`src/rtl/counter_run_arbiter.sv`:
```
// Round-robin scheduler that lends one shared up-counter to NREQ requesters.
// Each granted requester runs the counter from 0 to its clamped limit.
module counter_run_arbiter #(
    parameter int unsigned NREQ      = 4,
    parameter int unsigned WIDTH     = 4,
    parameter int unsigned MAX_VALUE = 8
) (
    input  logic                   clk,
    input  logic                   reset,
    input  logic [NREQ-1:0]        req,
    input  logic [NREQ*WIDTH-1:0]  limit,
    output logic [NREQ-1:0]        gnt,
    output logic [NREQ-1:0]        done,
    output logic [WIDTH-1:0]       count,
    output logic                   busy
);

    localparam int unsigned        PW      = (NREQ > 1) ? $clog2(NREQ) : 1;
    localparam logic [WIDTH-1:0]   MAX_LIM = WIDTH'(MAX_VALUE);

    typedef enum logic [1:0] {
        ST_IDLE = 2'd0,
        ST_RUN  = 2'd1,
        ST_DONE = 2'd2
    } state_e;

    state_e            state_q, state_d;
    logic [PW-1:0]     ptr_q, ptr_d;
    logic [PW-1:0]     owner_q, owner_d;
    logic [WIDTH-1:0]  lim_q, lim_d;
    logic [NREQ-1:0]   gnt_q, gnt_d;
    logic [NREQ-1:0]   done_q, done_d;
    logic [WIDTH-1:0]  count_q, count_d;
    logic              busy_q, busy_d;

    logic              pick_vld;
    logic [PW-1:0]     pick_idx;
    logic [PW-1:0]     cand;
    logic [WIDTH-1:0]  pick_raw;
    logic [WIDTH-1:0]  pick_lim;
    logic [PW-1:0]     owner_nxt;

    // First set request searching upward from the round-robin pointer.
    always_comb begin
        pick_vld = 1'b0;
        pick_idx = '0;
        cand     = '0;
        for (int unsigned i = 0; i < NREQ; i++) begin
            cand = PW'((32'(ptr_q) + i) % NREQ);
            if (!pick_vld && req[cand]) begin
                pick_vld = 1'b1;
                pick_idx = cand;
            end
        end
    end

    // Limit is clamped to the ceiling so the counter can never wrap.
    always_comb begin
        pick_raw = limit[32'(pick_idx)*WIDTH +: WIDTH];
        pick_lim = (32'(pick_raw) > MAX_VALUE) ? MAX_LIM : pick_raw;
    end

    assign owner_nxt = PW'((32'(owner_q) + 32'd1) % NREQ);

    // Next-state and registered-output logic.
    always_comb begin
        state_d = state_q;
        ptr_d   = ptr_q;
        owner_d = owner_q;
        lim_d   = lim_q;
        gnt_d   = gnt_q;
        done_d  = '0;
        count_d = count_q;

        unique case (state_q)
            ST_IDLE: begin
                gnt_d   = '0;
                count_d = '0;
                if (pick_vld) begin
                    owner_d = pick_idx;
                    lim_d   = pick_lim;
                    gnt_d   = NREQ'(1) << pick_idx;
                    state_d = ST_RUN;
                end
            end
            ST_RUN: begin
                // Abort outranks terminal so a dropped request never sees done.
                if (!req[owner_q]) begin
                    gnt_d   = '0;
                    count_d = '0;
                    ptr_d   = owner_nxt;
                    state_d = ST_IDLE;
                end else if (count_q == lim_q) begin
                    gnt_d   = '0;
                    count_d = '0;
                    done_d  = NREQ'(1) << owner_q;
                    ptr_d   = owner_nxt;
                    state_d = ST_DONE;
                end else begin
                    count_d = count_q + WIDTH'(1);
                end
            end
            ST_DONE: begin
                state_d = ST_IDLE;
            end
            default: begin
                gnt_d   = '0;
                count_d = '0;
                state_d = ST_IDLE;
            end
        endcase

        busy_d = (state_d != ST_IDLE);
    end

    always_ff @(posedge clk or posedge reset) begin
        if (reset) begin
            state_q <= ST_IDLE;
            ptr_q   <= '0;
            owner_q <= '0;
            lim_q   <= '0;
            gnt_q   <= '0;
            done_q  <= '0;
            count_q <= '0;
            busy_q  <= 1'b0;
        end else begin
            state_q <= state_d;
            ptr_q   <= ptr_d;
            owner_q <= owner_d;
            lim_q   <= lim_d;
            gnt_q   <= gnt_d;
            done_q  <= done_d;
            count_q <= count_d;
            busy_q  <= busy_d;
        end
    end

    assign gnt   = gnt_q;
    assign done  = done_q;
    assign count = count_q;
    assign busy  = busy_q;

endmodule

```
`config.mk`:
```
export PLATFORM = sky130hd
export DESIGN_NAME = counter_run_arbiter
export DESIGN_NICKNAME = d
export VERILOG_FILES = /design/src/rtl/counter_run_arbiter.sv
export SDC_FILE = /design/constraint.sdc
export NUM_CORES = 1
export LEC_CHECK = 0
export ABC_AREA = 1
export BUFFER_PORTS_ARGS = -buffer_cell sky130_fd_sc_hd__buf_4
export CELL_PAD_IN_SITES_DETAIL_PLACEMENT = 0
export CELL_PAD_IN_SITES_GLOBAL_PLACEMENT = 1
export CORE_UTILIZATION = 35
export DETAILED_ROUTE_END_ITERATION = 16
export GPL_TIMING_DRIVEN = 0
export PLACE_DENSITY = 0.74
export SLEW_MARGIN = 25
export SYNTH_ARGS = -nofsm -noshare
export SYNTH_HDL_FRONTEND = slang
export SYNTH_SLANG_ARGS = --single-unit
```
`constraint.sdc`:
```
create_clock -name clk -period 3.98 [get_ports clk]
set_input_delay 0.199 -clock clk [delete_from_list [all_inputs] [get_ports clk]]
set_output_delay 0.199 -clock clk [all_outputs]
set_load 0.01 [all_outputs]
```
---- Word-level counts from Yosys, hierarchy flattened ----
Index checks and enable logic that the tools add are counted.
cells by class
  reductions and logical operators ........ 11
  mux-type cells .......................... 35
  $mul .................................... 0
  order comparisons ....................... 6
  shifts and indexed selects .............. 3
  eq/ne operators ......................... 5
  add/subtract/negate cells ............... 5
  bitwise logic cells ..................... 1
  divide/modulo/power cells ............... 0
operator list
  operator                                                    count
  2-to-1 mux 4 bit                                            9
  2-to-1 mux 2 bit                                            9
  variable part select 16 x 5 -> 4 bit                        1
  less-than comparator 2 x 3 -> 1 bit, second input constant  5
  one-hot mux 4 bit (3 select lines)                          1
  binary-select mux 1 bit (select 2 bit)                      5
  2-to-1 mux 1 bit                                            9
  one-hot mux 4 bit (2 select lines)                          1
  << shifter 1 x 2 -> 4 bit, first input constant             2
  AND reduction 2 bit                                         3
  adder 2 x 1 -> 2 bit, second input constant                 2
  adder 2 bit, second input constant                          2
  adder 4 x 1 -> 4 bit, second input constant                 1
  equality test 4 bit                                         1
  greater-than comparator 4 bit, second input constant        1
  one-hot mux 2 bit (2 select lines)                          1
  logical AND 1 bit                                           3
  logical NOT 1 bit                                           3
  != test 3 bit, second input constant                        1
  equality test 2 x 1 -> 1 bit, second input constant         1
  equality test 2 bit, second input constant                  1
  logical NOT 2 bit                                           1
  != test 2 x 1 -> 1 bit, second input constant               1
  nonzero test 2 bit                                          1
  NOT 1 bit                                                   1
word-level totals
  memory bits (read-only) ................. 0
  memories kept ........................... 0
  register bits after elaboration ......... 23
  bits of input ports ..................... 22
  latch bits .............................. 0
  RAM bits ................................ 0
  output and inout port bits .............. 13
  logic and storage cells ................. 74

---- Longest topological paths before layout ----
Gate-level depths: netlist of the first run.
  depth after elaboration ................. 15
  depth in mapped cells ................... 15
  mapped depth without buffers ............ 15

---- Least setup slack after synthesis of the first run ----
No wires, ideal clock.
  path kind ............................... register to register
  from .................................... register ptr_q[0]
  to ...................................... register lim_q[1]
  setup slack ............................. 2,287 ps
  data required time ...................... 3,863 ps
  library setup time ...................... 117 ps
  arrival ................................. 1,576 ps
  cell stages (with the launch flop) ...... 16
  clock period less this slack ............ 1,693 ps
  cells stage by stage .................... dfrtp_1 buf_6 nand2_1 nand2_1 nand2_1 nand2_4 nor2_4 nand3_2 nand2_4 nand2_4 inv_4 nand2_2 nor2_2 nor2_2 nand3_1 nand2_1
on the way
  longest elaborated chain between the ends .. 15
ends and longest elaborated chain
  what                                                                           RTL line  RTL
  start: declaration                                                             28        logic [PW-1:0] ptr_q, ptr_d;
  start signal: assignment                                                       128       ptr_q <= ptr_d;
  parallel branches: the longest is 15 deep, another holds adder 2 x 1 -> 2 bit  --
  end signal: assignment                                                         130       lim_q <= lim_d;
  end: declaration                                                               30        logic [WIDTH-1:0] lim_q, lim_d;
Parallel ways; which one is timed is not known. The select of a mux whose other input is x is not followed.
A chain may end at the register's enable or synchronous reset.

---- Final worst setup path of the first run ----
Ends and elaborated chain as after synthesis.

==> flow_summary_export.csv, run 1 <==
group,metric,value,unit
global_routing,grt_usage,15.0,%
global_routing,grt_max_degree,24,
final_layout,layout-drive-gt1-share,29.2,%
clock_network,cts.path.max_buffers,2,
critical_path,r2r_cells,15,
critical_path,critPathKind,"flip-flop to flip-flop",
logic_synthesis,ys_warn_count,0,
final_layout,instances_no_fill,305,
place,place_congestion,0.754,
final_layout,diodes,0,
sta,tightestPinTransition,0.845,ns
route,drt_iter0_markers,47,
clock_network,numCtsBuffers,3,
logic_synthesis,yosys.area_share.simple,39.8,%
critical_path,crit_path_cell_trace,"buf_6 -> nand2_1 -> nand2_1 -> nand2_1 -> nand2_4 -> nor2_4 -> nand3_2 -> nand2_4 -> nand2_4 -> inv_4 -> nand2_2 -> nor2_2 -> nor2_2 -> nand3_1 -> nand2_1",
power,switching_share,52.7,%
floorplan,die_h,69.8,um
final_layout,nets,281,
final_layout,layout_commonest_cell,"nand2_1",
floorplan,die_area,4870,um^2
clock_network,clock_latency,0.26,ns
critical_path,path_common_cell,"nand2_1",
power,p_leak,1.06,nW
route,wl,3.42,mm
place,port_buffers,34,
clock_network,clock-sinks,23,
clock_network,path_clk_slew,0.08,ns
sta,drv_slew,0,
sta,rsz0062_at_grt,"false",
global_routing,grt_first_pass_wirelength,6.06,mm
power,intPower,0.779,mW
sta,fin_worst_skew,0.00122,ns
route,drt-pass1-iter-count,4,
floorplan,num_rows,24,
final_layout,seq_area,576,um^2
critical_path,critPathMaxStageDelay,0.43,ns
floorplan,initial_core_util,36.6,%
logic_synthesis,synthMuxAreaShare,0,%
route,viasPerCell,4.69,
place,hpwl,2.71,mm
logic_synthesis,synth-seq-cells,23,
power,combPwrFrac,67.8,%
logic_synthesis,syn_inst,215,
logic_synthesis,synth_top_family_by_area,"simple AND/OR/NAND/NOR gates",
critical_path,critical_path_arrival,2.08,ns
floorplan,core,4380,um^2
logic_synthesis,syn_avg_cell_area,7.47,um^2
sta,fmax,520,MHz
critical_path,crit_slowest_cell,"dfrtp_1",
clock_network,cts_tree,"yes",
global_routing,grt_pass1_vias,1410,
clock_network,clockRootBuffer,"clkbuf_8",
hold_path,hold_path.class,"primary input to asynchronous set/reset pin",
run,cap_violations,0,
route,wl_per_cell,11.2,um
floorplan,io_pins,35,
global_routing,grt_overflow,0,
logic_synthesis,synth_cell_types,29,
route,drc,0,
global_routing,antenna_found_initial,0,
power,powerDensity,835,nW/um^2
route,vias,1430,
clock_network,cts_resized,0,
power,p_switching,0.867,mW
sta,relSlewSlack,43.6,%
logic_synthesis,synthXorXnorAreaFrac,2.73,%
power,ir_drop,0.386,mV
logic_synthesis,ys_seq_area_share,35.8,%
critical_path,crit_required,4.14,ns
clock_network,post_cts_buffers,0,
clock_network,h-tree-depth,1,
power,p_clk_share,8.7,%
sta,final.setup.tns,0,ns
floorplan,die_w,69.8,um
final_layout,mostFrequentLayoutCells,"61 x nand2_1, 34 x buf_4, 25 x inv_1, 23 x dfrtp_1, 17 x nor2_1",
critical_path,cp_max_fo,10,
power,p_seq_share,23.5,%
final_layout,area_growth,22.7,%
final_layout,n_fill_cell,460,
run_status,outcome,"complete, no violations",
logic_synthesis,syn_nets,242,
route,drtAntennaViolNets,0,
sta,finalCritPeriodShare,48.4,%
place,place_inst,301,
critical_path,end_kind,"flip-flop",
critical_path,start_kind,"flip-flop",
sta,setup_viol,0,
sta,hold_viol_final,0,
critical_path,r2r_slack,2.06,ns
logic_synthesis,netlist_area,1610,um^2
logic_synthesis,synth_compound_area_share,9.66,%
final_layout,multiInputGateArea,901,um^2
sta,fin_crit,1.92,ns
logic_synthesis,synthAdderAreaFrac,3.89,%
clock_network,hold_buffers,0,
-- path summary, 6_finish.rpt --
kind,start,endpoint
worst max register to register,ptr_q[0],lim_q[1]
worst max-delay path,ptr_q[0],lim_q[1]
max in group asynchronous,reset,count[3]
worst min-delay path,reset,owner_q[1]
worst min register to register,lim_q[2],lim_q[2]
min in group clk,limit[8],lim_q[0]
-- power groups by stage --
stage	Combinational [mW]	Clock [mW]	Sequential, mW
3_5_place_dp	1.13	0	0.391
3_3_place_gp	1.12	0	0.392
5_1_grt	1.28	0.158	0.398
6_report	1.12	0.143	0.387
4_1_cts	1.14	0.146	0.388
2_1_floorplan	0.864	0	0.390
-- Yosys cell counts --
master,number,area [um^2]
buf_6,1,11.3
inv_2,5,18.8
nand4_1,1,6.26
nand2_4,5,56.3
xor2_1,3,26.3
nand2_1,61,229
dfrtp_1,23,576
inv_4,1,6.26
o21a_1,1,7.51
nand3_1,15,75.1
a21boi_0,1,7.51
nand3b_1,3,22.5
o21ai_0,13,65.1
nor2_1,17,63.8
nand2_2,9,56.3
a22o_1,1,8.76
nor2_2,2,12.5
nor2_4,3,33.8
xnor2_1,2,17.5
o21bai_1,1,7.51
ha_1,5,62.6
nand3_4,1,17.5
or2_2,1,6.26
inv_1,25,93.8
o21ai_2,2,17.5
nand3_2,6,60.1
o31ai_1,1,7.51
a21oi_2,1,8.76
a21oi_1,5,25.0
-- metal layers --
layer  GRT usage (%)  wire length, um
met4            4.22               38
met2            25.9             1590
met3            1.45               84
met5               0                0
met1            20.1             1710
-- critical path: cells and delay by family, from the launching register on --
kind	cells	cell delay, ns
simple gates	13	1.14
buf+inv	2	0.26
flops	1	0.43
-- layout make-up --
class,instances,share of cell area (%)
inverters,31,6.03
well taps,52,3.30
flip-flops and latches,23,29.2
plain buffers,1,0.571
multi-input cells,160,45.7
repair buffers,34,12.9
clock buffers,4,2.28
-- cell families (layout without fill, tap and decap cells) --
| logic type | after synthesis | in the layout |
|---|---|---|
| flip-flops | 23 | 23 |
| adder cells (fa/ha/maj) | 5 | 5 |
| AND/OR/NAND/NOR | 124 | 124 |
| AO/OA/AOI/OAI | 26 | 26 |
| XOR/XNOR | 5 | 5 |
| buffers and inverters | 32 | 70 |
-- stage by stage --
| stage | hold slack [ns] | total power [mW] | worst slack (ns) | utilization (%) | area, um^2 |
|---|---|---|---|---|---|
| 2_1_floorplan | 0.201 | 1.25 | 2.29 | - | 1610 |
| 3_3_place_gp | 0.417 | 1.51 | 2.06 | 43.9 | 1930 |
| 3_5_place_dp | 0.426 | 1.52 | 2.06 | 43.9 | 1930 |
| 4_1_cts | 0.141 | 1.67 | 2.03 | 45.0 | 1970 |
| 5_1_grt | 0.187 | 1.84 | 1.83 | 45.0 | 1970 |
| 6_report | 0.105 | 1.65 | 2.06 | 45.0 | 1970 |
-- state kept, by name, summed over array words and instances, names as in the netlist --
register	count
ptr_q	2
gnt	4
done	4
owner_q	2
state_q	2
lim_q	4
busy	1
count	4
No activity file was read; power rests on OpenSTA's default activity.
==> inputs of run 2 (changes only) <==
==> constraint.sdc (replaced) <==
create_clock -name clk -period 1.9 [get_ports clk]
set_input_delay 0.095 -clock clk [delete_from_list [all_inputs] [get_ports clk]]
set_output_delay 0.095 -clock clk [all_outputs]
set_load 0.01 [all_outputs]
==> flow_summary_export.csv, run 2 (synthesis results as in run 1) <==
group,metric,value,unit
floorplan,die_w,69.8,um
critical_path,worst-path-buf-inv,2,
route,drt_iter0_markers,41,
floorplan,die_h,69.8,um
final_layout,area_growth,31.6,%
place,place_congestion,0.754,
clock_network,h-tree-depth,1,
final_layout,final_core_util,48.2,%
floorplan,initial_core_util,36.6,%
floorplan,core,4380,um^2
power,ir_drop,0.855,mV
floorplan,io_pins,35,
route,wl,3.66,mm
sta,tightestPinTransition,0.849,ns
route,drtAntennaViolNets,0,
critical_path,crit_family,"simple AND/OR/NAND/NOR gates",
clock_network,clock-sinks,23,
sta,final.setup.tns,0,ns
critical_path,start_kind,"flip-flop",
clock_network,cts_tree,"yes",
clock_network,clockRootBuffer,"clkbuf_8",
global_routing,grt_usage,15.2,%
run_status,outcome,"complete, no violations",
hold_path,hold_path.class,"primary input to asynchronous set/reset pin",
final_layout,diodes,0,
floorplan,die_area,4870,um^2
route,wl_per_cell,11.7,um
final_layout,mostFrequentLayoutCells,"52 x nand2_1, 37 x buf_4, 25 x inv_1, 21 x dfrtp_1, 16 x nand2_2",
final_layout,instances_no_fill,312,
critical_path,critical_path_arrival,2.04,ns
sta,hold_viol_final,0,
sta,setup_viol,0,
place,port_buffers,34,
sta,fin_crit,1.89,ns
global_routing,grt_max_degree,24,
critical_path,critPathKind,"flip-flop to flip-flop",
clock_network,path_clk_slew,0.08,ns
critical_path,crit_required,2.06,ns
critical_path,critPathMaxStageDelay,0.45,ns
final_layout,layout_commonest_cell,"nand2_1",
sta,drv_slew,0,
power,p_leak,1.11,nW
clock_network,cts.path.max_buffers,2,
clock_network,numCtsBuffers,3,
place,dp_slack,-0.0201,ns
route,drc,0,
global_routing,antenna_found_initial,0,
critical_path,path_common_cell,"nand2_4",
clock_network,clock_latency,0.26,ns
final_layout,design_area,2110,um^2
floorplan,num_rows,24,
critical_path,end_kind,"flip-flop",
route,vias,1465,
critical_path,crit_start,"ptr_q[0]",
critical_path,crit_slowest_cell,"dfrtp_2",
sta,setup_ws,0.0129,ns
sta,holdWs,0.00267,ns
place,hpwl,2.71,mm
final_layout,nets,288,
critical_path,cp_max_fo,4,
final_layout,layout-drive-gt1-share,36.9,%
place,place_inst,301,
sta,finalCritPeriodShare,99.3,%
sta,relSlewSlack,43.3,%
place,dpl_cell_area,1930,um^2
power,powerDensity,1850,nW/um^2
route,drt-pass1-iter-count,4,
route,viasPerCell,4.70,
sta,fmax,530,MHz
global_routing,grt_pass1_vias,1421,
power,total_power,3.92,mW
critical_path,crit_path_cell_trace,"buf_4 -> nand2_2 -> nand2_4 -> nand2_4 -> nand2_4 -> nor2_4 -> nand3_4 -> nand2_4 -> buf_12 -> nand3_1 -> nand3_2 -> nand3_2 -> o21a_1",
sta,fin_worst_skew,0.00338,ns
critical_path,r2r_start,"ptr_q[0]",
clock_network,hold_buffers,0,
global_routing,grt_first_pass_wirelength,6.11,mm
global_routing,grt_overflow,0,
sta,rsz0062_at_grt,"true",
run,cap_violations,0,
## run 2: cell count changes in the layout (fill, tap and decap cells not counted), moves of 2 or more
| cell | change |
|---|---|
| nand2_1 | -9 |
| buf_4 | +3 |
| nand3_1 | -2 |
| nor2_2 | +2 |
| nor2_1 | -2 |
| dfrtp_1 | -2 |
| dfrtp_2 | +2 |
| inv_2 | -2 |
| nand3_2 | +2 |
| nand2_2 | +7 |
## run 2: cell type report
cell class | instances | area (um^2)
fill | 452 | 2270
multi-input combinational | 161 | 975
sequential | 23 | 578
timing repair buffer | 40 | 314
inverter | 31 | 126
tap | 52 | 65.1
clock buffer | 4 | 45.0
buffer | 1 | 11.3
## run 2: final timing paths
| path | end | slack, ns | depth (start not counted) |
|---|---|---|---|
| max | lim_q[3] | 0.01 | 13 |
| min | owner_q[1] | 0.003 | 2 |
| max reg2reg | lim_q[3] | 0.01 | 13 |
| min reg2reg | lim_q[1] | 0.50 | 2 |
| max in group asynchronous | ptr_q[1] | 1.32 | 2 |
| min in group clk | lim_q[0] | 0.22 | 5 |
## run 2: repair_timing
item | 4_1_cts | 5_1_grt
gates resized for setup | 2 | 23
gates cloned | 0 | 2
endpoints found under the setup margin | 3 | 12
pin swaps | 1 | 10
buffers inserted | 3 | 2
## run 2: worst reg2reg max path, stage by stage (launching register included)
cell and delay (ns):
dfrtp_2 0.45, buf_4 0.15, nand2_2 0.07, nand2_4 0.07
nand2_4 0.07, nand2_4 0.06, nor2_4 0.18, nand3_4 0.11
nand2_4 0.13, buf_12 0.12, nand3_1 0.07, nand3_2 0.10
nand3_2 0.09, o21a_1 0.11
## run 2: metal layers
layer / routed length, um / global-route usage, % / vias to the layer above
met5: 0 / 0 / -
met4: 42 / 4.44 / 0
met3: 96 / 1.60 / 5
met2: 1760 / 26.0 / 28
met1: 1760 / 20.1 / 666
li1: - / - / 766
## run 2: power breakdown
part           switching, mW  total [mW]  internal, mW
Combinational           1.73        2.80          1.07
Sequential             0.158       0.823         0.665
Clock                  0.147       0.296         0.149
Total                   2.03        3.92          1.89
==> inputs of run 3 (changes only) <==
--- a/config.mk
+++ b/config.mk
@@ -12,7 +12,7 @@
 export CORE_UTILIZATION = 35
 export DETAILED_ROUTE_END_ITERATION = 16
 export GPL_TIMING_DRIVEN = 0
-export PLACE_DENSITY = 0.74
+export PLACE_DENSITY_LB_ADDON = 0.1
 export SLEW_MARGIN = 25
 export SYNTH_ARGS = -nofsm -noshare
 export SYNTH_HDL_FRONTEND = slang
==> flow_summary_export.csv, run 3 (synthesis results as in run 1) <==
group,metric,value,unit
global_routing,antenna_found_initial,0,
route,wl_per_cell,11.1,um
clock_network,h-tree-depth,1,
sta,fmax,528,MHz
critical_path,cp_max_fo,6,
global_routing,use_met3,1.45,%
sta,relSlewSlack,44.8,%
global_routing,grt_first_pass_wirelength,5.95,mm
final_layout,area_growth,32.0,%
global_routing,grt_usage,15.1,%
hold_path,hold_path.class,"primary input to asynchronous set/reset pin",
power,ir_drop,0.891,mV
clock_network,clock_latency,0.26,ns
place,hpwl,2.61,mm
route,viasPerCell,4.65,
sta,finalCritPeriodShare,99.7,%
clock_network,numCtsBuffers,3,
global_routing,grtUsageMet1,21.1,%
critical_path,critical_path_arrival,2.05,ns
route,drc,0,
sta,tightestPinTransition,0.828,ns
final_layout,final_core_util,48.4,%
final_layout,nets,293,
floorplan,die_w,69.8,um
sta,fin_worst_skew,0.00264,ns
route,drt-pass1-iter-count,4,
clock_network,cts.path.max_buffers,2,
sta,holdWs,-0.00167,ns
route,wl,3.51,mm
critical_path,crit_path_cell_trace,"buf_4 -> nand2_2 -> nand2_4 -> nand2_4 -> nand2_4 -> nor2_4 -> nand3_2 -> nand2_4 -> buf_4 -> nand3_1 -> nand3_2 -> nand3_2 -> o21a_1",
critical_path,crit_required,2.06,ns
critical_path,r2r_slack,0.006,ns
global_routing,use_met2,23.6,%
run_status,outcome,"finished with violations",
final_layout,design_area,2120,um^2
critical_path,crit_slowest_cell,"dfrtp_2",
clock_network,path_clk_slew,0.08,ns
final_layout,diodes,0,
place,dpl_cell_area,1930,um^2
final_layout,mostFrequentLayoutCells,"54 x nand2_1, 44 x buf_4, 25 x inv_1, 21 x dfrtp_1, 16 x nor2_1",
place,place_congestion,0.754,
critical_path,critPathMaxStageDelay,0.46,ns
global_routing,grt_pass1_vias,1335,
route,drtAntennaViolNets,0,
clock_network,cts_tree,"yes",
run_status,violations,"hold timing",
sta,drv_slew,0,
floorplan,core,4380,um^2
critical_path,start_kind,"flip-flop",
route,drt_iter0_markers,60,
place,port_buffers,34,
critical_path,path_common_cell,"nand2_4",
global_routing,grt_max_degree,24,
power,p_leak,1.13,nW
floorplan,die_h,69.8,um
final_layout,layout_commonest_cell,"nand2_1",
sta,fin_crit,1.89,ns
global_routing,grt_overflow,0,
floorplan,io_pins,35,
sta,rsz0062_at_grt,"true",
floorplan,num_rows,24,
sta,final.setup.tns,0,ns
sta,hold_viol_final,11,
run,cap_violations,0,
critical_path,critPathKind,"flip-flop to flip-flop",
floorplan,initial_core_util,36.6,%
critical_path,end_kind,"flip-flop",
route,vias,1474,
clock_network,clock-sinks,23,
final_layout,layout-drive-gt1-share,36.2,%
global_routing,busiest_layer,"met2",
clock_network,clockRootBuffer,"clkbuf_8",
power,powerDensity,1830,nW/um^2
floorplan,die_area,4870,um^2
sta,setup_viol,0,
-- run 3: cell types whose count changed in the layout (fill, tap and decap cells not counted), moves of 2 or more --
cell     change
nand3_1      +2
nand2_1      +2
nand3_2      -2
buf_4        +7
-- run 3: critical path: cells and delay by family, from the launching register on --
kind,cells,cell delay (ns)
simple gates,10,0.95
flops,1,0.46
buf+inv,2,0.27
compound gates,1,0.11
-- run 3: where the power goes --
group	internal (mW)	switching, mW	total (mW)
registers	0.665	0.164	0.829
clock network	0.150	0.150	0.299
logic	1.09	1.66	2.75
total	1.91	1.97	3.88
-- run 3: path summary, 6_finish.rpt --
check / startpoint / end / depth (start not counted)
max: ptr_q[0] / lim_q[3] / 13
min: reset / gnt[2] / 2
min in group clk: limit[8] / lim_q[0] / 5
min reg2reg: lim_q[1] / lim_q[1] / 2
max in group asynchronous: reset / ptr_q[1] / 2
max reg2reg: ptr_q[0] / lim_q[3] / 13
-- run 3: per-layer routing --
layer / vias up / routed length (um)
met5: - / 0
met4: 0 / 62
met2: 29 / 1600
met3: 5 / 81
li1: 782 / -
met1: 658 / 1770
-- run 3: cell type report --
class | count | area (um^2)
inverters | 31 | 126
plain buffers | 1 | 11.3
multi-input cells | 161 | 953
clock buffers | 4 | 45.0
repair buffers | 45 | 342
well taps | 52 | 65.1
flip-flops and latches | 23 | 578
fillers | 466 | 2260
-- run 3: timing repair --
| item | in CTS | in global routing |
|---|---|---|
| buffers inserted | 3 | 7 |
| hold buffers | 0 | 0 |
| gates resized for setup | 3 | 17 |
| endpoints found under the setup margin | 3 | 9 |
| pin swaps | 1 | 3 |
| gates cloned | 0 | 2 |
-- run 3: per-stage QoR --
| step | setup slack, ns | instances | power, mW |
|---|---|---|---|
| after global routing | -0.106 | 317 | 4.31 |
| final | 0.00580 | 317 | 3.88 |
| after global placement | -0.0548 | 301 | 3.16 |
| after CTS | 0.0113 | 308 | 3.55 |
| after detailed placement | -0.0202 | 301 | 3.16 |
| after floorplan | 0.207 | 215 | 2.63 |
